===== src/rtl/fifo_rd_stream.sv =====
// FIFO read-side consumer: pops words into a 2-entry skid buffer and frames them into bursts.
// Optional beat/burst statistics counters are enabled with FIFO_RD_STREAM_STATS_EN.
module fifo_rd_stream #(
    parameter int B  = 8,
    parameter int LW = 8
) (
    input  logic          clk,
    input  logic          reset_n,
    input  logic          en,
    input  logic          flush,
    input  logic [LW-1:0] burst_len,
    input  logic          fifo_empty,
    input  logic [B-1:0]  fifo_r_data,
    output logic          fifo_rd,
    output logic          m_valid,
    input  logic          m_ready,
    output logic [B-1:0]  m_data,
    output logic          m_last,
`ifdef FIFO_RD_STREAM_STATS_EN
    output logic [31:0]   beat_cnt,
    output logic [15:0]   burst_cnt,
`endif
    output logic          busy
);

    typedef enum logic [1:0] {S0, S1, S2} state_t;

    state_t        state, state_nxt;
    logic [B-1:0]  head_data, skid_data;
    logic          head_last, skid_last;
    logic [LW-1:0] pop_cnt, len_reg, len_eff;
    logic          pop, acc, pop_last, head_load;

    // Gated by reset_n so the pop request drops as soon as reset asserts.
    assign pop = reset_n & en & ~fifo_empty & ~flush & (state != S2);
    assign acc = m_valid & m_ready;

    // The first pop of a burst frames itself with the length being latched.
    assign len_eff  = (pop_cnt == '0) ? burst_len : len_reg;
    assign pop_last = (len_eff != '0) && (pop_cnt == len_eff - LW'(1));

    assign head_load = pop & ((state == S0) | acc);

    always_comb begin
        state_nxt = state;
        unique case (state)
            S0: if (pop) state_nxt = S1;
            S1: begin
                if (pop & ~acc)
                    state_nxt = S2;
                else if (~pop & acc)
                    state_nxt = S0;
            end
            S2: if (acc) state_nxt = S1;
            default: state_nxt = S0;
        endcase
        if (flush)
            state_nxt = S0;
    end

    always_ff @(posedge clk or negedge reset_n) begin
        if (!reset_n)
            state <= S0;
        else
            state <= state_nxt;
    end

    always_ff @(posedge clk or negedge reset_n) begin
        if (!reset_n) begin
            pop_cnt   <= '0;
            len_reg   <= '0;
            head_data <= '0;
            head_last <= 1'b0;
            skid_data <= '0;
            skid_last <= 1'b0;
        end else if (flush) begin
            pop_cnt   <= '0;
            head_data <= '0;
            head_last <= 1'b0;
            skid_data <= '0;
            skid_last <= 1'b0;
        end else begin
            if (pop) begin
                pop_cnt <= pop_last ? '0 : pop_cnt + LW'(1);
                if (pop_cnt == '0)
                    len_reg <= burst_len;
            end
            if (head_load) begin
                head_data <= fifo_r_data;
                head_last <= pop_last;
            end else if (pop) begin
                skid_data <= fifo_r_data;
                skid_last <= pop_last;
            end else if (acc && state == S2) begin
                head_data <= skid_data;
                head_last <= skid_last;
            end
        end
    end

`ifdef FIFO_RD_STREAM_STATS_EN
    always_ff @(posedge clk or negedge reset_n) begin
        if (!reset_n) begin
            beat_cnt  <= '0;
            burst_cnt <= '0;
        end else if (flush) begin
            beat_cnt  <= '0;
            burst_cnt <= '0;
        end else if (acc) begin
            if (beat_cnt != 32'hFFFF_FFFF)
                beat_cnt <= beat_cnt + 32'd1;
            if (m_last && burst_cnt != 16'hFFFF)
                burst_cnt <= burst_cnt + 16'd1;
        end
    end
`endif

    assign fifo_rd = pop;
    assign m_valid = (state != S0);
    assign m_data  = head_data;
    assign m_last  = head_last;
    assign busy    = m_valid;

endmodule


===== config.mk =====
export PLATFORM = sky130hd
export DESIGN_NAME = fifo_rd_stream
export DESIGN_NICKNAME = d
export VERILOG_FILES = /design/src/rtl/fifo_rd_stream.sv
export SDC_FILE = /design/constraint.sdc
export NUM_CORES = 1
export LEC_CHECK = 0
export CORE_MARGIN = 2
export CORE_UTILIZATION = 45
export DETAILED_ROUTE_END_ITERATION = 8
export PLACE_DENSITY = 0.65
export SLEW_MARGIN = 40
export SYNTH_ARGS = -nofsm -noshare
export SYNTH_HDL_FRONTEND = slang
export SYNTH_SLANG_ARGS = --single-unit

===== constraint.sdc =====
create_clock -name clk -period 4.9 [get_ports clk]
set_input_delay 1.225 -clock clk [delete_from_list [all_inputs] [get_ports clk]]
set_output_delay 1.225 -clock clk [all_outputs]
set_load 0.01 [all_outputs]

==> out/qor.yml, run 1 <==
slew_viol_final: 0
tightest_slew_ps: 744
vias_per_cell: 5.75
cp-start-kind: "input port"
boundaryPins: 34
grtUsageTotal: 0.206
antenna_found_initial: 0
hold_buffers: 0
rows: 25
p_total_mw: 0.684
fin_nets: 288
fin_worst_skew_ps: 6.78
peakVddDrop_v: 0.000174
first_pass_iters: 4
drt-total-wl_um: 5060
synth_edf_count: 0
cts_buffers: 5
clockRootBuffer: "clkbuf_8"
syn-instance-count: 230
postCtsSetupBuffers: 0
gp_congestion: 0.841
place.detailed.hpwl_um: 3500
die_h_um: 73.1
vias: 1824
ys_types: 50
routedWlPerCell_um: 16.0
cts_sinks: 36
num_antenna_cells: 0
final_antenna_net_count: 0
ys_warn_count: 0
fp.dieW_um: 73.1
grt_setup_unrepaired: "no"
drv_cap: 0
critPathKind: "input port to output pin"
core_sq_mm: 0.00466
grt_max_degree: 37
grt_overflow: 0
ys_ff_latch: 36
ys_seq_area_frac: 0.419
power.density_mw_per_mm2: 264
drt_first_iter_violations: 114
fin_crit_ps: 4250
grt_pass1_vias: 1723
r2r_slack_ps: 680
crit_slowest_cell: "clkdlybuf4s50_1"
hold_class: "flip-flop to flip-flop"
p_leak_nw: 1.14
dieArea_sq_mm: 0.00535
cp.arrival_ps: 3030
syn_nets: 256
finalHoldViolations: 0
async_reset_ff_frac: 1.00
path_max_fanout: 11
setup_viol: 0
clock_path_buffers: 2
clock.fmax_mhz: 235
port_buffers: 33
path_cells: "clkdlybuf4s50_1, nor2_1, nand4_1, inv_1, clkdlybuf4s50_1"
cts_tree: "done"
avgSynthCellArea_sq_um: 9.35
synth_flop_cell: "dfrtp_1"
endpoint_kind: "output pin"
status: "finished, final reports clean"
drc: 0
maxSlewHeadroom: 0.501
clock_latency_ps: 290
fin_tns_setup_ps: 0
syn2layout_area_growth_pct: 20.5
fillers: 432
clk_pin_slew_ps: 70
grt_pass1_wl_um: 8480
min_period_over_period: 0.868
synth_area_sq_mm: 0.00215
cpMostUsedCell: "clkdlybuf4s50_1"
critPathRequiredTime_ps: 3670
drive_above_1_share: 0.110
start_util: 0.461
slowest_delay_ps: 610
cts-resized-gates: 0
h-tree-depth: 2
cell usage in the layout, fill, tap and decap left out, types with 7 or more instances in the layout:
cell	count
nor2_1	23
a311oi_1	9
o21ai_0	7
clkdlybuf4s50_1	32
nand2_1	25
dfrtp_1	36
a22o_1	9
nand3_1	15
inv_1	12
nor3_1	8
kinds of logic (layout without fill, tap and decap cells):
logic type | count (synthesis) | after routing | share of synthesized area
flops | 36 | 36 | 0.419
simple gates | 96 | 96 | 0.234
mux | 9 | 9 | 0.0465
buf+inv | 23 | 56 | 0.0523
fa+ha+maj | 4 | 4 | 0.0233
xor+xnor | 10 | 10 | 0.0407
compound gates | 52 | 52 | 0.184
final cells by class:
type                       count  area [sq um]  share of cell area
inverter                      12          45.0              0.0174
timing repair buffer          36           348               0.134
multi-input combinational    171          1140               0.441
clock buffer                   5          68.8              0.0266
clock inverter                 3          18.8             0.00724
sequential                    36           901               0.348
tap                           54          67.6              0.0261
synth_stat cells (3+ instances only):
cell type	number	area (sq um)
nor2_1	23	86.3
xnor2_1	5	43.8
nor3b_1	3	22.5
buf_2	3	15.0
nand2_1	25	93.8
ha_1	4	50.1
inv_1	12	45.0
mux2_2	5	56.3
a21o_1	3	22.5
xor2_1	5	43.8
a22o_1	9	78.8
o22ai_1	4	25.0
nand3_1	15	75.1
a31oi_1	5	31.3
o21ai_0	8	40.0
dfrtp_1	36	901
clkbuf_1	4	15.0
nor3_1	9	45.0
a311oi_1	9	78.8
mux2i_1	3	30.0
nand2b_1	4	25.0
metrics by stage:
step                      hold slack, ps  setup slack, ps   util  cells  cell area (sq um)
after detailed placement             486              555  0.537    309               2500
after global routing                 526              406  0.556    317               2590
after CTS                            507              629  0.556    317               2590
after global placement               484              617  0.536    309               2500
after floorplan                      467             1280      -    230               2150
final                                508              646  0.556    317               2590
worst max-delay path, delay by kind of cell:
| family | cells | cell delay [ps] |
|---|---|---|
| and+or+nand+nor | 2 | 370 |
| buffers and inverters | 3 | 1430 |
final timing paths:
| kind | startpoint | end | depth (start not counted) |
|---|---|---|---|
| min in group asynchronous | reset_n | pop_cnt[1]$_DFFE_PN0P_ | 2 |
| min reg2reg | skid_data[5]$_DFFE_PN0P_ | skid_data[5]$_DFFE_PN0P_ | 1 |
| max reg2reg | pop_cnt[0]$_DFFE_PN0P_ | pop_cnt[6]$_DFFE_PN0P_ | 14 |
| max in group asynchronous | reset_n | m_data[3]$_DFFE_PN0P_ | 2 |
| max | flush | fifo_rd | 5 |
| min | skid_data[5]$_DFFE_PN0P_ | skid_data[5]$_DFFE_PN0P_ | 1 |
per-layer routing:
layer / track usage / part of all wire / up-vias
met5: 0 / 0 / -
met4: 0.0720 / 0.013 / 0
met3: 0.0442 / 0.050 / 8
met2: 0.286 / 0.43 / 53
met1: 0.315 / 0.50 / 864
li1: - / - / 899
report_power, final:
group	switching, mW	total [mW]	internal, mW
Combinational	0.0688	0.133	0.0646
Clock	0.115	0.214	0.0991
Sequential	0.0207	0.337	0.316
Note: power is estimated with default switching activity, not from simulation.
==> run 2: changes to the inputs <==
- CTS_CLUSTER_SIZE: default -> 10
==> results of run 2 <==
Same layout as run 1: the final DEF is identical, and so are final timing and power.
==> run 3: changes to the inputs <==
- RECOVER_POWER: default -> 50
==> run 3 against run 2 <==
Against the previous run: non-clock buffer count did not move; critical path type unchanged; wire length decreased by 0.20%; clock-buffer cell count is the same; critical endpoint unchanged; the flow now finishes with violations (max-capacitance violations, max-slew violations).
==> out/qor.yml, run 3 (synthesis results as in run 1) <==
routedWlPerCell_um: 15.9  # -0.20%
grt_pass1_wl_um: 8480  # unchanged
grt_overflow: 0  # unchanged
first_pass_iters: 4  # unchanged
wl_met1_um: 2540  # -0.47%
cts_sinks: 36  # unchanged
fin_worst_skew_ps: 8.03  # +1.25 ps
status: "complete, but fails checks"
switching_share: 0.299  # about the same
grtUsageTotal: 0.206  # unchanged
cts_buffers: 5  # unchanged
num_antenna_cells: 0  # unchanged
die_h_um: 73.1  # unchanged
clock_path_buffers: 2  # unchanged
cts_tree: "done"
cp.arrival_ps: 3150  # +120 ps
port_buffers: 33  # unchanged
fin_crit_ps: 4380  # +124 ps
postCtsSetupBuffers: 0  # unchanged
drc: 0  # unchanged
fin_nets: 288  # unchanged
place.detailed.hpwl_um: 3500  # unchanged
syn2layout_area_growth_pct: 20.2
tightest_slew_ps: 1990  # +1250 ps
maxSlewHeadroom: -0.329  # -0.830
cellInternalPower_mw: 0.478  # -0.22%
h-tree-depth: 2  # unchanged
path_max_fanout: 11  # unchanged
grt_setup_unrepaired: "no"
grt_max_degree: 37  # unchanged
dieArea_sq_mm: 0.00535  # unchanged
hold_buffers: 0  # unchanged
finalHoldViolations: 0  # unchanged
p_leak_nw: 1.14  # +0.61%
antenna_found_initial: 0  # unchanged
clockRootBuffer: "clkbuf_8"
place_area_sq_mm: 0.00250  # unchanged
boundaryPins: 34  # unchanged
cp-start-kind: "input port"
pre_cts_ws_ps: 555  # unchanged
start_util: 0.461  # unchanged
drt_first_iter_violations: 112  # -1.8%
hold_class: "flip-flop to flip-flop"
core_sq_mm: 0.00466  # unchanged
regArea_sq_um: 901  # unchanged
comb_power_share: 0.194  # about the same
p_total_mw: 0.682  # -0.24%
vias_per_cell: 5.75  # about the same
fin_tns_setup_ps: 0  # unchanged
grt_pass1_vias: 1723  # unchanged
drv_cap: 1  # +1
wl_met3_um: 258  # +2.8%
rows: 25  # unchanged
slew_viol_final: 37  # +37
layout_commonest_cell: "dfrtp_1"
drive_above_1_share: 0.103  # -0.00760
power_frac_seq: 0.493  # about the same
violations: "max-capacitance violations, max-slew violations"
cts-resized-gates: 0  # unchanged
endpoint_kind: "output pin"
hold_ws_ps: 508  # -0.424 ps
clock_latency_ps: 290  # about the same
placedCellCount: 309  # unchanged
vias: 1823  # -0.055%
setup_ws_ps: 521  # -124 ps
gp_congestion: 0.841  # unchanged
power.density_mw_per_mm2: 264  # about the same
fp.dieW_um: 73.1  # unchanged
p_sw_mw: 0.204  # -0.29%
drt-total-wl_um: 5050  # -0.20%
setup_viol: 0  # unchanged
final_util: 0.555  # -0.00107
final_cells: 317  # unchanged
min_period_over_period: 0.894  # +0.0254
peakVddDrop_v: 0.000174  # about the same
fillers: 433  # +0.23%
critPathRequiredTime_ps: 3670  # about the same
final_antenna_net_count: 0  # unchanged
clock.fmax_mhz: 228  # -2.8%
final_cell_mix: "36 x dfrtp_1, 27 x clkdlybuf4s50_1, 25 x nand2_1"
p_clk_frac: 0.313  # about the same
top_layer_used: "met4"
clk_pin_slew_ps: 70  # about the same
final_area_sq_mm: 0.00259  # -0.19%
critPathKind: "input port to output pin"
multi_input_area_sq_mm: 0.00114  # unchanged
wl_met2_um: 2190  # -0.23%
## run 3: changes by cell type in the layout (fill, tap and decap cells not counted)
cell and delta:
buf_4 -1, dlygate4sd3_1 +5, clkdlybuf4s50_1 -5, clkbuf_1 +2
buf_2 -1
## run 3: final timing paths
kind	from	slack, ps	to	depth (start not counted)
setup / recovery	flush	520	fifo_rd	5
hold / removal	skid_data[5]$_DFFE_PN0P_	510	skid_data[5]$_DFFE_PN0P_	1
setup reg to reg	pop_cnt[0]$_DFFE_PN0P_	690	pop_cnt[6]$_DFFE_PN0P_	14
hold reg to reg	skid_data[5]$_DFFE_PN0P_	510	skid_data[5]$_DFFE_PN0P_	1
max in group asynchronous	reset_n	2110	m_data[7]$_DFFE_PN0P_	2
min in group asynchronous	reset_n	1650	pop_cnt[1]$_DFFE_PN0P_	2
## run 3: area by class of cell
type                       instances  area share
clock buffer                       5      0.0266
clock inverter                     3     0.00726
inverter                          12      0.0174
multi-input combinational        171       0.442
sequential                        36       0.348
tap                               54      0.0261
timing repair buffer              36       0.133
## run 3: power by group through the flow
| stage | clock, mW | combinational [mW] | sequential [mW] |
|---|---|---|---|
| after CTS | 0.219 | 0.134 | 0.336 |
| after global routing | 0.228 | 0.147 | 0.340 |
| final | 0.213 | 0.132 | 0.337 |
| after global placement | 0 | 0.132 | 0.342 |
| after floorplan | 0 | 0.0828 | 0.337 |
| after detailed placement | 0 | 0.133 | 0.342 |
## run 3: worst max-delay path, cell delays in order
cell and delay, ps:
dlygate4sd3_1 550, nor2_1 100, nand4_1 260, inv_1 400
clkdlybuf4s50_1 610
## run 3: routing by layer
metal  vias up  global-route usage
met1       864               0.315
met4         0              0.0720
met2        50               0.286
met5         -                   0
met3         8              0.0442
li1        901                   -
